[config.mk]
export PLATFORM = sky130hd
export DESIGN_NAME = rtc_core_multi
export DESIGN_NICKNAME = d
export VERILOG_FILES = /design/src/rtl/rtc_core_multi.sv
export SDC_FILE = /design/constraint.sdc
export NUM_CORES = 1
export LEC_CHECK = 0
export CORE_MARGIN = 2
export CORE_UTILIZATION = 45
export CTS_CLUSTER_SIZE = 16
export DETAILED_ROUTE_END_ITERATION = 8
export PLACE_DENSITY = 0.69
export SLEW_MARGIN = 15
export SYNTH_ARGS = -nofsm -noshare
export SYNTH_HDL_FRONTEND = slang
export SYNTH_SLANG_ARGS = --single-unit
[constraint.sdc]
create_clock -name clk_i -period 3.66 [get_ports clk_i]
set_input_delay 0.915 -clock clk_i [delete_from_list [all_inputs] [get_ports clk_i]]
set_output_delay 0.915 -clock clk_i [all_outputs]
set_load 0.03 [all_outputs]
[src/rtl/rtc_core_multi.sv]
// ----------------------------------------------------------------------------
// rtc_core_multi : prescaled counter with ALRM_NUM one-shot/periodic alarms.
// Optional capture register built only when RTC_CAPTURE_EN is defined.
// Revision: 1.0
// ----------------------------------------------------------------------------
`default_nettype none

module rtc_core_multi #(
  parameter int CNT_WIDTH  = 32,
  parameter int PSC_WIDTH  = 16,
  parameter int ALRM_NUM   = 4,
  parameter int ADDR_WIDTH = 6
) (
  input  logic                  clk_i,
  input  logic                  rst_n_i,
  input  logic                  sel_i,
  input  logic                  we_i,
  input  logic [ADDR_WIDTH-1:0] addr_i,
  input  logic [31:0]           wdata_i,
  output logic [31:0]           rdata_o,
  output logic                  err_o,
  input  logic                  cap_i,
  output logic                  irq_o
);

  localparam logic [ADDR_WIDTH-1:0] c_adr_ctrl = ADDR_WIDTH'(0);
  localparam logic [ADDR_WIDTH-1:0] c_adr_pscr = ADDR_WIDTH'(1);
  localparam logic [ADDR_WIDTH-1:0] c_adr_cnt  = ADDR_WIDTH'(2);
  localparam logic [ADDR_WIDTH-1:0] c_adr_stat = ADDR_WIDTH'(3);

  logic                 r_en, r_ovie, r_tie;
  logic [PSC_WIDTH-1:0] r_pscr, r_div;
  logic [CNT_WIDTH-1:0] r_cnt;
  logic                 r_ovif, r_tif;

  logic                 w_wr, w_wr_ctrl, w_wr_pscr, w_wr_cnt, w_wr_stat;
  logic                 w_tick, w_tick_eff, w_ovf;
  logic [CNT_WIDTH-1:0] w_cnt_inc;
  logic [ALRM_NUM-1:0]  w_aif, w_aen, w_aie, w_per;
  logic [CNT_WIDTH-1:0] w_aval [ALRM_NUM];
  logic [CNT_WIDTH-1:0] w_aprd [ALRM_NUM];
  logic [31:0]          w_rdata;
  logic                 w_hit;

  assign w_wr      = sel_i & we_i;
  assign w_wr_ctrl = w_wr & (addr_i == c_adr_ctrl);
  assign w_wr_pscr = w_wr & (addr_i == c_adr_pscr);
  assign w_wr_cnt  = w_wr & (addr_i == c_adr_cnt);
  assign w_wr_stat = w_wr & (addr_i == c_adr_stat);

  // A software CNT write swallows a coincident tick entirely.
  assign w_tick     = r_en & (r_div == r_pscr);
  assign w_tick_eff = w_tick & ~w_wr_cnt;
  assign w_cnt_inc  = r_cnt + CNT_WIDTH'(1);
  assign w_ovf      = w_tick_eff & (&r_cnt);

  always_ff @(posedge clk_i) begin
    if (!rst_n_i) begin
      r_en   <= 1'b0;
      r_ovie <= 1'b0;
      r_tie  <= 1'b0;
      r_pscr <= '0;
      r_div  <= '0;
      r_cnt  <= '0;
      r_ovif <= 1'b0;
      r_tif  <= 1'b0;
    end else begin
      if (w_wr_ctrl) {r_tie, r_ovie, r_en} <= wdata_i[2:0];
      if (w_wr_pscr) r_pscr <= wdata_i[PSC_WIDTH-1:0];
      if (w_wr_pscr)  r_div <= '0;
      else if (r_en)  r_div <= w_tick ? '0 : r_div + PSC_WIDTH'(1);
      if (w_wr_cnt)        r_cnt <= wdata_i[CNT_WIDTH-1:0];
      else if (w_tick_eff) r_cnt <= w_cnt_inc;
      r_ovif <= (r_ovif & ~(w_wr_stat & wdata_i[0])) | w_ovf;
      r_tif  <= (r_tif  & ~(w_wr_stat & wdata_i[1])) | w_tick_eff;
    end
  end

  for (genvar i = 0; i < ALRM_NUM; i++) begin : g_alarm
    localparam logic [ADDR_WIDTH-1:0] c_adr_val = ADDR_WIDTH'(4 + 3*i);
    localparam logic [ADDR_WIDTH-1:0] c_adr_cfg = ADDR_WIDTH'(5 + 3*i);
    localparam logic [ADDR_WIDTH-1:0] c_adr_prd = ADDR_WIDTH'(6 + 3*i);

    logic [CNT_WIDTH-1:0] r_aval, r_aprd;
    logic                 r_aen, r_aie, r_per, r_aif;
    logic                 w_fire;

    // Match against the post-increment value so a freshly written CNT never fires.
    assign w_fire = w_tick_eff & r_aen & (w_cnt_inc == r_aval);

    always_ff @(posedge clk_i) begin
      if (!rst_n_i) begin
        r_aval <= '0;
        r_aprd <= '0;
        r_aen  <= 1'b0;
        r_aie  <= 1'b0;
        r_per  <= 1'b0;
        r_aif  <= 1'b0;
      end else begin
        r_aif <= (r_aif & ~(w_wr_stat & wdata_i[2+i])) | w_fire;
        if (w_wr & (addr_i == c_adr_val)) r_aval <= wdata_i[CNT_WIDTH-1:0];
        else if (w_fire & r_per)          r_aval <= r_aval + r_aprd;
        if (w_wr & (addr_i == c_adr_cfg)) {r_per, r_aie, r_aen} <= wdata_i[2:0];
        else if (w_fire & ~r_per)         r_aen <= 1'b0;
        if (w_wr & (addr_i == c_adr_prd)) r_aprd <= wdata_i[CNT_WIDTH-1:0];
      end
    end

    assign w_aif[i]  = r_aif;
    assign w_aen[i]  = r_aen;
    assign w_aie[i]  = r_aie;
    assign w_per[i]  = r_per;
    assign w_aval[i] = r_aval;
    assign w_aprd[i] = r_aprd;
  end

`ifdef RTC_CAPTURE_EN
  localparam logic [ADDR_WIDTH-1:0] c_adr_cap = ADDR_WIDTH'(4 + 3*ALRM_NUM);
  logic [CNT_WIDTH-1:0] r_cap;

  always_ff @(posedge clk_i) begin
    if (!rst_n_i)   r_cap <= '0;
    else if (cap_i) r_cap <= r_cnt;
  end
`else
  logic w_unused_cap;
  assign w_unused_cap = cap_i;
`endif

  always_comb begin
    w_rdata = '0;
    w_hit   = 1'b0;
    if (addr_i == c_adr_ctrl) begin
      w_hit = 1'b1; w_rdata = {29'b0, r_tie, r_ovie, r_en};
    end
    if (addr_i == c_adr_pscr) begin
      w_hit = 1'b1; w_rdata = 32'(r_pscr);
    end
    if (addr_i == c_adr_cnt) begin
      w_hit = 1'b1; w_rdata = 32'(r_cnt);
    end
    if (addr_i == c_adr_stat) begin
      w_hit = 1'b1; w_rdata = 32'({w_aif, r_tif, r_ovif});
    end
    for (int i = 0; i < ALRM_NUM; i++) begin
      if (addr_i == ADDR_WIDTH'(4 + 3*i)) begin
        w_hit = 1'b1; w_rdata = 32'(w_aval[i]);
      end
      if (addr_i == ADDR_WIDTH'(5 + 3*i)) begin
        w_hit = 1'b1; w_rdata = {29'b0, w_per[i], w_aie[i], w_aen[i]};
      end
      if (addr_i == ADDR_WIDTH'(6 + 3*i)) begin
        w_hit = 1'b1; w_rdata = 32'(w_aprd[i]);
      end
    end
`ifdef RTC_CAPTURE_EN
    if (addr_i == c_adr_cap) begin
      w_hit = 1'b1; w_rdata = 32'(r_cap);
    end
`endif
  end

  assign rdata_o = sel_i ? w_rdata : '0;
  assign err_o   = sel_i & ~w_hit;
  assign irq_o   = (r_ovif & r_ovie) | (r_tif & r_tie) | (|(w_aif & w_aie));

endmodule

`default_nettype wire
## After elaboration in Yosys (flattened, before gate mapping)

Index checks and enable logic that the tools add are counted.

| operators by class | value |
|---|---|
| add/subtract/negate cells | 6 |
| eq/ne operators | 20 |
| muxes and demuxes | 52 |
| bitwise logic cells | 73 |
| reductions and logical operators | 13 |

Operator list:

| cell | count |
|---|---|
| 32-bit two-way mux | 26 |
| 32-bit adder | 4 |
| 32-bit equality test | 4 |
| 1-bit AND | 51 |
| 6-bit by 4-bit equality test with 1-bit output, second input constant | 8 |
| 32-bit by 1-bit adder with 32-bit output, second input constant | 1 |
| 32-bit AND reduction | 1 |
| 6-bit by 3-bit equality test with 1-bit output, second input constant | 4 |
| 1-bit two-way mux | 24 |
| 2-bit nonzero test | 9 |
| 16-bit by 1-bit adder with 16-bit output, second input constant | 1 |
| 16-bit equality test | 1 |
| 16-bit two-way mux | 1 |
| 1-bit NOT | 13 |
| 6-bit by 2-bit equality test with 1-bit output, second input constant | 2 |
| 1-bit OR | 8 |
| 6-bit by 1-bit equality test with 1-bit output, second input constant | 1 |
| 6-bit logical NOT | 1 |
| 4-bit AND | 1 |
| 4-bit OR reduction | 1 |
| 3-bit two-way mux | 1 |
| 2-bit OR reduction | 1 |

| word-level totals | value |
|---|---|
| bits in registers | 341 |
| bits of input ports | 43 |
| output and inout port bits | 34 |
| word-level logic and storage cells | 196 |

## Depth between registers and ports, before layout

Gate-level depths: netlist of run 1.

| depth | value |
|---|---|
| depth after elaboration | 19 |
| mapped depth | 16 |
| mapped depth without buffers | 14 |

## Least setup slack after synthesis of run 1

OpenSTA, ideal clock, no wires.

| timing | value |
|---|---|
| path type | input -> output |
| start point | input addr_i[2] |
| end point | output rdata_o[12] |
| arrival time | 3.346 ns |
| data required time | 2.745 ns |
| setup slack | -0.601 ns |
| cell stages on the path | 9 |
| path buffers | 3 |
| path through | clkbuf_1 > or4_1 > clkbuf_1 > nor2_1 > clkbuf_1 > a22oi_1 > nand3_1 > a21oi_1 > o21ai_0 |

| on the way | value |
|---|---|
| longest elaborated chain between the ends | 17 |
| elaborated cells between the ends (all ways) | 31 |
| classes of those cells | 15 x eq/ne; 16 x mux |

RTL lines:

| element | line | text |
|---|---|---|
| start: declaration | 18 | `input logic [ADDR_WIDTH-1:0] addr_i,` |
| 6-bit by 1-bit equality test with 1-bit output | 136 | `if (addr_i == c_adr_pscr) begin` |
| 32-bit two-way mux | 136 |  |
| 32-bit two-way mux | 139 | `if (addr_i == c_adr_cnt) begin` |
| 32-bit two-way mux | 142 | `if (addr_i == c_adr_stat) begin` |
| 32-bit two-way mux | 146 | `if (addr_i == ADDR_WIDTH'(4 + 3*i)) begin` |
| 32-bit two-way mux | 149 | `if (addr_i == ADDR_WIDTH'(5 + 3*i)) begin` |
| 32-bit two-way mux | 152 | `if (addr_i == ADDR_WIDTH'(6 + 3*i)) begin` |
| 32-bit two-way mux | 146 |  |
| 32-bit two-way mux | 149 |  |
| 32-bit two-way mux | 152 |  |
| 32-bit two-way mux | 146 |  |
| 32-bit two-way mux | 149 |  |
| 32-bit two-way mux | 152 |  |
| 32-bit two-way mux | 146 |  |
| 32-bit two-way mux | 149 |  |
| 32-bit two-way mux (*) | 152 |  |
| 32-bit two-way mux (*) | 163 | `assign rdata_o = sel_i ? w_rdata : '0;` |
| end: declaration | 20 | `output logic [31:0] rdata_o,` |

Mark *: on every way between the ends. The rest lies on a longest branch, timed or not.

## Worst setup path after layout of run 1

| timing | value |
|---|---|
| start point | register r_cnt[0] |
| end point | register g_alarm[2].r_aval[1] |

| on the way | value |
|---|---|
| longest elaborated chain between the ends | 5 |

RTL lines:

| element | line | text |
|---|---|---|
| start: declaration | 33 | `logic [CNT_WIDTH-1:0] r_cnt;` |
| start signal: assignment | 72 | `if (w_wr_cnt) r_cnt <= wdata_i[CNT_WIDTH-1:0];` |
| start signal: assignment | 73 | `else if (w_tick_eff) r_cnt <= w_cnt_inc;` |
| 32-bit by 1-bit adder with 32-bit output | 54 | `assign w_cnt_inc = r_cnt + CNT_WIDTH'(1);` |
| 32-bit equality test | 89 | `assign w_fire = w_tick_eff & r_aen & (w_cnt_inc == r_aval);` |
| 1-bit AND | 89 |  |
| 1-bit AND | 102 | `else if (w_fire & r_per) r_aval <= r_aval + r_aprd;` |
| 2-bit nonzero test (no line) | n/a |  |
| end signal: assignment | 101 | `if (w_wr & (addr_i == c_adr_val)) r_aval <= wdata_i[CNT_WIDTH-1:0];` |
| end signal: assignment | 102 |  |
| end: declaration | 84 | `logic [CNT_WIDTH-1:0] r_aval, r_aprd;` |

Every way passes these cells.
A chain may end at the register's enable or synchronous reset.

==> results of run 1 <==
-- layout make-up --
class | count | share of cell area (%)
Sequential cell | 341 | 18.4
Timing Repair Buffer | 726 | 19.5
Antenna cell | 3 | 0.0201
Inverter | 57 | 0.592
Clock inverter | 26 | 0.877
Multi-Input combinational cell | 2826 | 54.8
Tap cell | 765 | 2.56
Clock buffer | 56 | 3.31
-- cells in the mapped netlist (all sizes together) (55+ instances only) --
library cell | n | share of area, %
nor2 | 260 | 3.8
xor2 | 102 | 3.4
xnor2 | 156 | 5.2
nand2 | 520 | 7.5
ha | 126 | 6.0
clkbuf | 214 | 3.1
inv | 57 | 0.82
o21ai | 189 | 3.6
a211oi | 88 | 2.5
mux2i | 55 | 2.1
dfxtp | 341 | 26
a21oi | 424 | 8.1
nor3 | 61 | 1.2
nand3 | 70 | 1.3
-- routing by layer --
layer	global-route usage, %	vias to the layer above	part of all wire [%]	routed length [um]
li1	-	13700	-	-
met1	52.6	14600	37	49900
met2	62.0	2125	41	55500
met3	8.87	604	12	15700
met4	31.9	4	9.8	13200
met5	0	-	0.020	27
-- registers in the layout, indices dropped and copies added, names as in the netlist --
name,count
r_tie,1
g_alarm.r_aval,128
r_en,1
g_alarm.r_aen,4
g_alarm.r_aie,4
g_alarm.r_per,4
r_ovif,1
r_pscr,16
g_alarm.r_aif,4
g_alarm.r_aprd,128
r_cnt,32
r_ovie,1
r_tif,1
r_div,16
-- worst max path at each step --
stage	from	to	slack [ps]
3_3_place_gp	addr_i[1]	rdata_o[15]	-660
4_1_cts	addr_i[3]	rdata_o[4]	-70
2_1_floorplan	addr_i[2]	rdata_o[4]	-80
3_5_place_dp	addr_i[5]	rdata_o[4]	-660
5_1_grt	r_cnt[0]$_SDFFE_PN0P_	g_alarm[2].r_aval[8]$_SDFFE_PN0P_	-220
6_report	r_cnt[0]$_SDFFE_PN0P_	g_alarm[2].r_aval[1]$_SDFFE_PN0P_	-150
-- logic make-up after synthesis --
group | Yosys count | share of synthesized area [%]
compound gates | 1138 | 27.7
xor+xnor | 286 | 11.0
fa+ha+maj | 130 | 6.32
buf+inv | 308 | 4.70
flops | 341 | 26.0
mux | 63 | 2.44
simple gates | 1208 | 21.8
-- worst register-to-register path: stages, from the launching register on --
cell       delay, ps
dfxtp_2          350
buf_6            120
nand2_4           70
buf_6            120
or4_4            460
or3_4            360
a2111oi_4        310
o2111ai_2        180
nor4_2           290
buf_4            180
nand4_1          120
buf_6            170
or2_4            370
buf_12           210
mux2_4           300
o22ai_2          150
-- metrics by stage --
stage	setup slack, ps	total power [W]
floorplan	-79.7	0.00406
global placement	-661	0.00435
detailed placement	-657	0.00436
CTS	-74.4	0.00911
global route	-221	0.00935
finish	-154	0.00918
-- where the power goes --
group / internal [W] / switching [W]
clock: 0.00285 / 0.00196
combinational: 0.000221 / 0.000419
sequential: 0.00372 / 0.0000188
total: 0.00679 / 0.00240
-- timing repair --
action	4_1_cts	5_1_grt
pin swaps	71	227
cloned	8	20
endpoints found under the hold margin	0	0
setup buffers	38	85
endpoints found under the setup margin	164	160
gates resized for setup	250	365
==> impl_metrics.py, run 1 <==
metrics = {
    "yosys": {
        "syn_area_um2": 26200,
        "netlist_instances": 3474,
        "ys_seq_area_share_pct": 26.0,
        "syn_nets": 3647,
        "async_flop_share_pct": 0,
        "synth_edf_count": 0,
        "ys_ff_latch": 341,
        "synth_ff_type": "dfxtp_1",
        "ys_warn_count": 0,
        "ys_types": 91,
        "synth_area_per_cell_um2": 7.54,
    },
    "floorplan": {
        "rows": 88,
        "ios": 77,
        "die_y_um": 245,
        "start_util_pct": 45.5,
        "dieArea_um2": 60200,
        "die_w_um": 245,
        "core_area_um2": 57600,
    },
    "hold_path": {
        "hold_path_depth": 2,
        "worstHoldStart": "g_alarm[0].r_aprd[12]$_SDFFE_PN0P_",
        "hold_path_end": "g_alarm[0].r_aprd[12]$_SDFFE_PN0P_",
        "min_path_type": "reg2reg",
    },
    "clocking": {
        "clk_pin_slew_ps": 60,
        "h-tree-depth": 2,
        "clk-insertion-delay-late_ps": 600,
        "cts_tree": "done",
        "cts_root_buf": "clkbuf_16",
        "cts.path.max_buffers": 3,
        "ctsHoldBuffers": 0,
        "cts_inserted_buffers": 44,
        "cts.sinks": 341,
    },
    "setup_path": {
        "critPathBufInv": 5,
        "cp.depth": 15,
        "crit_path_end_kind": "register",
        "required_ps": 4170,
        "worstPathArrival_ps": 4330,
        "critical_path.top_delay_family": "simple AND/OR/NAND/NOR gates",
        "path_cells": "buf_6, nand2_4, buf_6, or4_4, or3_4, a2111oi_4, o2111ai_2, nor4_2, buf_4, nand4_1, buf_6, or2_4, buf_12, mux2_4, o22ai_2",
        "critPathKind": "reg2reg",
        "crit-reg2reg-launch": "r_cnt[0]$_SDFFE_PN0P_",
        "cp_common_cell": "buf_6",
        "slowest_stage": "or4_4",
        "setup.worst_path.start_class": "register",
        "r2r_end": "g_alarm[2].r_aval[1]$_SDFFE_PN0P_",
        "cp_max_fo": 7,
        "ff2ff_setup_slack_ps": -150,
        "reg2reg_depth": 15,
        "slowest_delay_ps": 460,
    },
    "global_routing": {
        "antenna_found_initial": 6,
        "grt_pass1_wl_um": 186000,
        "grt_max_degree": 75,
        "grt_pass1_vias": 28200,
        "grtUsageTotal_pct": 41.6,
        "gr-total-overflow": 0,
    },
    "sta": {
        "relSlewSlack_pct": 25.0,
        "final.period_utilization_pct": 104,
        "clock-skew-final_ps": 19.2,
        "finalHoldViolCount": 0,
        "whs_ps": 488,
        "finalCriticalPeriod_ps": 3810,
        "rsz0062_at_grt": "true",
        "slew_viol_final": 0,
        "fmax_ghz": 0.262,
        "setup_tns_ps": -5280,
        "setup_viol": 90,
        "setup_ws_ps": -154,
        "worst_pin_slew_ps": 1120,
    },
    "routing": {
        "firstDrtPassIters": 9,
        "post-route-drc-count": 0,
        "ant_nets": 0,
        "drtIter0Drc": 4098,
        "vias": 31100,
        "routed_wl_um": 134000,
        "via_per_inst": 6.48,
        "wire_per_inst_um": 28.0,
    },
    "place": {
        "gp_congestion": 1.07,
        "dpl_cell_area_um2": 31600,
        "port-buffer-count": 75,
        "hpwl_um": 96000,
        "place_inst": 4579,
    },
    "layout": {
        "seqCellArea_um2": 6870,
        "final_common_cell": "buf_4",
        "final_util_pct": 64.9,
        "fin_cells": 4800,
        "stdcell_area_um2": 37400,
        "fin_nets": 4169,
        "areaGrowthSynthToFinish_pct": 42.7,
        "drive_gt1_share_pct": 29.1,
        "layout_common_cells": "buf_4 (505), nand2_1 (499), a21oi_1 (364), dfxtp_1 (322), nor2_1 (205)",
        "nFillCells": 4761,
        "multi_input_area_um2": 20500,
    },
    "run_status": {
        "violations": "negative setup slack",
        "status": "finished, violations left",
    },
    "power_and_ir_drop": {
        "leakagePower_nw": 15.0,
        "power_per_cell_area_nw_per_um2": 246,
        "irDropWorstVdd_mv": 0.324,
    },
    "job": {
        "max_cap_viol_count": 0,
    },
}
No activity file was read; power rests on OpenSTA's default activity.
==> run 2: changes to the inputs <==
--- a/config.mk
+++ b/config.mk
@@ -9,7 +9,7 @@
 export CORE_UTILIZATION = 45
 export CTS_CLUSTER_SIZE = 16
 export DETAILED_ROUTE_END_ITERATION = 8
-export PLACE_DENSITY = 0.69
+export PLACE_DENSITY = 0.75
 export SLEW_MARGIN = 15
 export SYNTH_ARGS = -nofsm -noshare
 export SYNTH_HDL_FRONTEND = slang
==> run 2 against run 1 <==
Sequential cell count stayed put. Fmax is 0.71% higher. Power fell by 0.60%. The run still ends with negative setup slack left. Utilization fell by 1.7 points. Die area did not move. Clock skew is 13 ps higher. Combinational power decreased by 5.5%.
==> impl_metrics.py, run 2 (synthesis gave the netlist of run 1 again) <==
metrics = {
    "routing": {
        "vias": 30700,
        "via_per_inst": 6.50,
        "routed_wl_um": 123000,
        "drtIter0Drc": 4477,
        "post-route-drc-count": 0,
        "wire_per_inst_um": 26.1,
        "ant_nets": 0,
        "firstDrtPassIters": 6,
    },
    "setup_path": {
        "crit_path_end_kind": "register",
        "crit-reg2reg-launch": "r_cnt[1]$_SDFFE_PN0P_",
        "worstPathArrival_ps": 4320,
        "ff2ff_setup_slack_ps": -130,
        "critPathKind": "reg2reg",
        "setup.worst_path.start_class": "register",
        "cp_max_fo": 7,
        "required_ps": 4190,
        "startpoint": "r_cnt[1]$_SDFFE_PN0P_",
    },
    "sta": {
        "finalCriticalPeriod_ps": 3790,
        "whs_ps": 474,
        "rsz0062_at_grt": "true",
        "setup_ws_ps": -128,
        "slew_viol_final": 0,
        "finalHoldViolCount": 0,
        "final.period_utilization_pct": 103,
        "setup_viol": 60,
        "worst_pin_slew_ps": 1030,
        "relSlewSlack_pct": 30.9,
        "clock-skew-final_ps": 32.2,
        "fmax_ghz": 0.264,
    },
    "layout": {
        "drive_gt1_share_pct": 27.5,
        "layout_common_cells": "nand2_1 (502), buf_4 (457), a21oi_1 (391), dfxtp_1 (326), nor2_1 (225)",
        "areaGrowthSynthToFinish_pct": 39.0,
        "nFillCells": 4714,
        "final_util_pct": 63.2,
        "stdcell_area_um2": 36400,
        "final_common_cell": "nand2_1",
        "reg_top3": "g_alarm.r_aprd: 128 flops, g_alarm.r_aval: 128 flops, r_cnt: 32 flops",
        "fin_nets": 4093,
    },
    "global_routing": {
        "grt_use_met3_pct": 12.7,
        "gr-total-overflow": 0,
        "grt_pass1_wl_um": 176000,
        "gr-max-usage-layer": "met2",
        "grtUsageTotal_pct": 38.9,
        "grt_pass1_vias": 27900,
        "grt_max_degree": 99,
        "globalRouteMet2Util_pct": 55.9,
        "antenna_found_initial": 4,
        "use_met1_pct": 52.1,
    },
    "power_and_ir_drop": {
        "total_power_w": 0.00913,
        "leakagePower_nw": 14.7,
        "power_per_cell_area_nw_per_um2": 251,
        "irDropWorstVdd_mv": 0.361,
    },
    "clocking": {
        "cts_inserted_buffers": 42,
        "cts_root_buf": "clkbuf_16",
        "cts.path.max_buffers": 3,
        "clk-insertion-delay-late_ps": 610,
        "h-tree-depth": 2,
        "clk_pin_slew_ps": 60,
        "ctsHoldBuffers": 0,
        "cts_tree": "done",
        "cts.sinks": 341,
    },
    "floorplan": {
        "die_w_um": 245,
        "die_y_um": 245,
        "ios": 77,
        "rows": 88,
        "core_area_um2": 57600,
        "dieArea_um2": 60200,
        "start_util_pct": 45.5,
    },
    "hold_path": {
        "min_path_type": "reg2reg",
        "worstHoldStart": "g_alarm[3].r_aprd[10]$_SDFFE_PN0P_",
    },
    "place": {
        "hpwl_um": 89400,
        "pre_cts_slack_ps": -710,
        "dpl_cell_area_um2": 31200,
        "gp_congestion": 1.10,
        "port-buffer-count": 75,
    },
    "run_status": {
        "status": "finished, violations left",
        "violations": "negative setup slack",
    },
    "job": {
        "max_cap_viol_count": 0,
    },
}
[run 2: cell count changes in the layout (fill, tap and decap cells not counted), sizes merged]
cell | before | now
bufinv | 6 | 9
diode | 3 | 1
buf | 673 | 611
nor2 | 260 | 261
clkinv | 10 | 6
inv | 64 | 57
clkinvlp | 3 | 4
clkbuf | 73 | 60
clkdlybuf4s50 | 36 | 35
bufbuf | 0 | 1
[run 2: stage by stage]
stage	setup TNS (ps)	cells
6_report	-2140	4717
5_1_grt	-8540	4717
4_1_cts	-401	4659
3_5_place_dp	-67030	4529
3_3_place_gp	-61480	4529
2_1_floorplan	-549	3474
[run 2: timing repair]
item | in CTS | in global routing
gates cloned | 13 | 6
setup buffers | 54 | 60
resized for setup | 276 | 301
pin swaps | 99 | 187
endpoints found under the setup margin | 163 | 161
[run 2: critical path, stage by stage (launching register included)]
cell	delay [ps]
dfxtp_4	370
ha_4	140
buf_6	110
nand4_1	140
buf_6	170
buf_6	120
nor4_4	270
buf_4	170
buf_6	100
a31oi_2	70
xnor2_1	140
a211o_1	270
a211o_1	310
nor4_2	280
buf_4	250
nand2_8	110
buf_12	180
or3_4	330
a31oi_1	180
[run 2: path summary, 6_finish.rpt]
kind	cells past startpoint	endpoint
max	18	g_alarm[0].r_aval[27]$_SDFFE_PN0P_
min	2	g_alarm[3].r_aprd[10]$_SDFFE_PN0P_
max reg2reg	18	g_alarm[0].r_aval[27]$_SDFFE_PN0P_
min reg2reg	2	g_alarm[3].r_aprd[10]$_SDFFE_PN0P_
[run 2: cell type report]
type,count,area [um^2],area share (%)
clock buffer,56,1200,3.28
sequential,341,6860,18.8
multi-input combinational,2827,20500,56.3
clock inverter,19,355,0.976
timing repair buffer,651,6330,17.4
inverter,57,221,0.608
antenna,1,2.50,0.00687
tap,765,957,2.63
[run 2: power by group]
group / switching, W / leakage, nW / total (W) / internal, W
Sequential: 0.0000204 / 2.76 / 0.00374 / 0.00372
Combinational: 0.000397 / 11.2 / 0.000605 / 0.000208
Clock: 0.00185 / 0.745 / 0.00478 / 0.00294
[run 2: routing by layer]
metal	part of all wire, %	routed length (um)	vias to the layer above
li1	-	-	13600
met1	38	47500	14400
met2	40	49900	2253
met3	15	18400	400
met5	0.0073	9	-
met4	6.2	7610	2
